[src/rtl/dmem_arbiter.sv]
// dmem_arbiter: round-robin arbiter between core (port 0) and secondary master (port 1) with bounded locked bursts.
// Optional contention counters enabled with `define ARB_STATS_EN.
module dmem_arbiter #(
  parameter int AW        = 32,
  parameter int DW        = 32,
  parameter int MAX_BURST = 8
) (
  input  logic          clk,
  input  logic          reset,
  input  logic          req0,
  input  logic          req1,
  input  logic          we0,
  input  logic          we1,
  input  logic          lock0,
  input  logic          lock1,
  input  logic [AW-1:0] adr0,
  input  logic [AW-1:0] adr1,
  input  logic [DW-1:0] wd0,
  input  logic [DW-1:0] wd1,
  output logic          gnt0,
  output logic          gnt1,
  output logic [DW-1:0] rd0,
  output logic [DW-1:0] rd1,
  output logic          mem_we,
  output logic [AW-1:0] mem_a,
  output logic [DW-1:0] mem_wd,
  input  logic [DW-1:0] mem_rd,
  output logic [15:0]   deny_cnt0,
  output logic [15:0]   deny_cnt1
);
  typedef enum logic [1:0] {ARB, HOLD0, HOLD1} state_e;
  localparam logic [8:0] MB = 9'(MAX_BURST);
  state_e     state_q, state_d;
  logic       rr_q, rr_d;
  logic [7:0] beat_q, beat_d;
  logic       hold, hn, beat_ok;
  assign hold    = state_q != ARB;
  assign hn      = state_q == HOLD1;
  assign beat_ok = ({1'b0, beat_q} + 9'd1) < MB;
  always_ff @(posedge clk) begin
    if (reset) begin
      state_q <= ARB;
      rr_q    <= 1'b0;
      beat_q  <= '0;
    end else begin
      state_q <= state_d;
      rr_q    <= rr_d;
      beat_q  <= beat_d;
    end
  end
  // A release always hands preference to the other port, so a waiting master wins next.
  always_comb begin
    state_d = state_q;
    rr_d    = rr_q;
    beat_d  = beat_q;
    if (!hold) begin
      if (gnt0 || gnt1) begin
        rr_d = !gnt1;
        if ((gnt1 ? lock1 : lock0) && MAX_BURST > 1) begin
          state_d = gnt1 ? HOLD1 : HOLD0;
          beat_d  = 8'd1;
        end
      end
    end else if ((hn ? gnt1 && lock1 : gnt0 && lock0) && beat_ok) begin
      beat_d = beat_q + 8'd1;
    end else begin
      state_d = ARB;
      beat_d  = '0;
      rr_d    = !hn;
    end
  end
  always_comb begin
    gnt0   = !reset && req0 && (hold ? !hn : (!req1 || !rr_q));
    gnt1   = !reset && req1 && (hold ? hn : (!req0 || rr_q));
    mem_a  = gnt0 ? adr0 : gnt1 ? adr1 : '0;
    mem_wd = gnt0 ? wd0 : gnt1 ? wd1 : '0;
    mem_we = (gnt0 && we0) || (gnt1 && we1);
    rd0    = gnt0 ? mem_rd : '0;
    rd1    = gnt1 ? mem_rd : '0;
  end
`ifdef ARB_STATS_EN
  logic [15:0] deny0_q, deny1_q;
  always_ff @(posedge clk) begin
    if (reset) begin
      deny0_q <= '0;
      deny1_q <= '0;
    end else begin
      if (req0 && !gnt0 && deny0_q != 16'hFFFF) deny0_q <= deny0_q + 16'd1;
      if (req1 && !gnt1 && deny1_q != 16'hFFFF) deny1_q <= deny1_q + 16'd1;
    end
  end
  assign deny_cnt0 = deny0_q;
  assign deny_cnt1 = deny1_q;
`else
  assign deny_cnt0 = '0;
  assign deny_cnt1 = '0;
`endif
endmodule
[config.mk]
export PLATFORM = sky130hd
export DESIGN_NAME = dmem_arbiter
export DESIGN_NICKNAME = d
export VERILOG_FILES = /design/src/rtl/dmem_arbiter.sv
export SDC_FILE = /design/constraint.sdc
export NUM_CORES = 1
export LEC_CHECK = 0
export ABC_AREA = 0
export CORE_AREA = 5 5 126 128
export CTS_CLUSTER_DIAMETER = 200
export DETAILED_ROUTE_END_ITERATION = 6
export DIE_AREA = 0 0 131 133
export PLACE_DENSITY = 0.56
export REMOVE_ABC_BUFFERS = 1
export SLEW_MARGIN = 20
export SYNTH_ARGS = -nofsm -noshare
export SYNTH_HDL_FRONTEND = slang
export SYNTH_SLANG_ARGS = --single-unit
[constraint.sdc]
create_clock -name clk -period 1.56 [get_ports clk]
set_input_delay 0.156 -clock clk [delete_from_list [all_inputs] [get_ports clk]]
set_output_delay 0.156 -clock clk [all_outputs]
set_load 0.1 [all_outputs]
==> flow_summary.json <==
{
  "area_growth_pct": 306,
  "arrival_ps": 1790,
  "power.leakage_nw": 3.31,
  "hold_viol_final": 0,
  "cts_hold_buf": 0,
  "drt-initial-drc-count": 134,
  "path_depth": 6,
  "syn_area_sq_um": 1900,
  "synthSimpleGateAreaFrac": 0.310,
  "wl_um": 17100,
  "syn_inst": 249,
  "slew_viol_final": 0,
  "path_cells": "nor3b_2 -> a21boi_4 -> buf_4 -> clkbuf_16 -> a22o_1 -> buf_12",
  "clkSinkCount": 11,
  "clk_pin_slew_ps": 40,
  "place_congestion": 0.821,
  "grt_use_total": 0.167,
  "finalInstanceArea_sq_um": 7720,
  "ys_types": 37,
  "yosysSeqAreaShare": 0.116,
  "via_count": 3290,
  "tritoncts": "yes",
  "synth_compound_area_frac": 0.372,
  "antenna_found_initial": 4,
  "synthMuxAreaShare": 0.00526,
  "path_delay_family": "buffers and inverters",
  "dp_hpwl_um": 13100,
  "netlist.area_leader.share": 0.299,
  "grt_pass1_wl_um": 21800,
  "power_mw": 4.96,
  "setup_slack_ps": -383,
  "drv_cap": 0,
  "p_sw_frac": 0.534,
  "yosysWarnings": 0,
  "worstSetupStartpointType": "register",
  "p_clk_frac": 0.095,
  "via_per_inst": 4.25,
  "synthTopCellsByArea": "a22o_1 30%, and2_1 21%, buf_4 13%",
  "grt_max_degree": 51,
  "holdCritPathClass": "primary input to register",
  "cts_made_buffers": 3,
  "start_util": 0.129,
  "holdPathStages": 3,
  "async_flop_share": 0,
  "cp_slowest_stage_delay_ps": 320,
  "fin_crit_ps": 1940,
  "synth.avg_cell_area_sq_um": 7.64,
  "crit_required_ps": 1400,
  "die-area_sq_um": 17400,
  "synth_top_family_by_area": "compound AO/OA/AOI/OAI gates",
  "synth.largest_area_cell": "a22o_1",
  "ys_top_cells_by_count": "65 x a22o_1, 65 x and2_1, 32 x buf_4",
  "fin_crit_sh": 1.25,
  "violations": "negative setup slack",
  "clock_path_buffers": 2,
  "grt_pass1_vias": 3357,
  "htreeDepth": 1,
  "fp.coreArea_sq_um": 14800,
  "crit_type": "register to output port",
  "ir_worst_vdd_mv": 0.385,
  "firstDrtPassIters": 4,
  "max_freq_mhz": 515,
  "cp_slowest_cell": "dfxtp_2",
  "power_density_nw_per_um2": 643,
  "drc_errors": 0,
  "netSwitchingPower_mw": 2.65,
  "synth_flop_cell": "dfxtp_1",
  "intPower_mw": 2.31,
  "cts_root_buffer": "clkbuf_16",
  "synth_seq_cells": 11,
  "cp.buffers_inverters": 3,
  "skew_ps": 4.02,
  "outcome": "finished, violations left",
  "drive_gt1_frac": 0.533,
  "boundaryPins": 331,
  "overflow": 0,
  "die_height_um": 133,
  "tns_ps": -41030,
  "routedWlPerCell_um": 22.1,
  "finalSetupViolations": 142,
  "nNetsFinal": 754,
  "synth_edf_count": 0,
  "crit_fanout": 25,
  "power_frac_seq": 0.061,
  "rsz0062_at_grt": "yes",
  "placed_area_sq_um": 6510,
  "port_buffers": 298,
  "rows": 45,
  "synth_xor_area_frac": 0,
  "end_kind": "output port",
  "reg2reg_depth": 8,
  "clkLatencyLatePin_ps": 240,
  "die_w_um": 131,
  "synthAdderAreaFrac": 0.00657,
  "comb_power_share": 0.844,
  "ant_nets": 0
}
-- placed cells by master (no fill, tap or decap), drive strengths merged --
cell / Yosys / layout
buf: 45 / 180
clkdlybuf4s50: 0 / 164
and2: 65 / 65
a22o: 65 / 65
conb: 1 / 32
clkbuf: 10 / 12
dfxtp: 11 / 11
nor3b: 6 / 6
nand3: 6 / 6
nand4: 4 / 4
inv: 4 / 4
nand2: 4 / 4
a221oi: 3 / 3
diode: 0 / 2
nor2b: 2 / 2
nand3b: 2 / 2
dlygate4sd2: 0 / 2
nor2: 2 / 2
a21oi: 2 / 2
a21boi: 1 / 1
a21o: 1 / 1
nand2b: 1 / 1
nor3: 1 / 1
and3: 1 / 1
mux2i: 1 / 1
o22ai: 1 / 1
o21bai: 1 / 1
nand4b: 1 / 1
a211o: 1 / 1
a22oi: 1 / 1
or2: 1 / 1
o311ai: 1 / 1
o21ai: 1 / 1
o31a: 1 / 1
o31ai: 1 / 1
ha: 1 / 1
dlymetal6s2s: 0 / 1
-- final cells by class --
| cell class | count | area [sq um] |
|---|---|---|
| fill | 1260 | 7030 |
| timing repair buffer | 355 | 5110 |
| multi-input combinational | 210 | 2050 |
| tap | 188 | 235 |
| sequential | 11 | 224 |
| clock buffer | 4 | 78.8 |
| inverter | 4 | 17.5 |
| antenna | 2 | 5.00 |
-- timing repair --
action / 4_1_cts / 5_1_grt
pin swaps: 33 / 20
endpoints found under the setup margin: 142 / 142
buffers inserted: 8 / 12
resized for setup: 79 / 62
gates cloned: 4 / 10
-- flip-flops by register name, indices dropped and copies added (netlist names) --
name     count
state_q      2
rr_q         1
beat_q       8
-- path summary, 6_finish.rpt --
| path | end | from | slack [ps] |
|---|---|---|---|
| max | mem_wd[31] | state_q[0] | -380 |
| min | beat_q[0] | reset | 450 |
| max reg2reg | beat_q[1] | rr_q | -170 |
| min reg2reg | beat_q[7] | beat_q[7] | 490 |
-- worst register-to-register path, cell delays in order (launching register included) --
cell and delay [ps]:
dfxtp_2 330, nor2_2 160, a21boi_4 80, buf_4 170, clkbuf_16 160, buf_4 150
a221oi_4 330, nand2_1 130, a21oi_2 150
-- metal layers --
| layer | track usage | vias up | wire length, um |
|---|---|---|---|
| met1 | 0.197 | 1541 | 6450 |
| met5 | 0 | - | 40 |
| met2 | 0.283 | 184 | 8630 |
| met3 | 0.0593 | 30 | 1590 |
| met4 | 0.0469 | 6 | 395 |
| li1 | - | 1529 | - |
-- through the flow --
step,cells,worst slack [ps],utilization,hold slack (ps)
floorplan,225,-2800,-,222
global route,773,-455,0.523,471
CTS,754,-364,0.480,447
detailed placement,738,-538,0.441,483
finish,774,-383,0.523,454
global placement,738,-506,0.441,473
-- power groups by stage --
| stage | combinational, mW | sequential (mW) | clock, mW |
|---|---|---|---|
| finish | 4.19 | 0.303 | 0.472 |
| global route | 4.29 | 0.304 | 0.495 |
| CTS | 3.96 | 0.302 | 0.480 |
| detailed placement | 3.74 | 0.305 | 0 |
| global placement | 3.72 | 0.305 | 0 |
| floorplan | 2.16 | 0.304 | 0 |
-- logic make-up (layout without fill, tap and decap cells) --
family,after synthesis,count (layout)
AO/OA/AOI/OAI,80,80
adder cells (fa/ha/maj),1,1
buffers and inverters,59,363
flip-flops,11,11
multiplexers,1,1
other,1,34
AND/OR/NAND/NOR,96,96
Note: power is estimated with default switching activity, not from simulation.
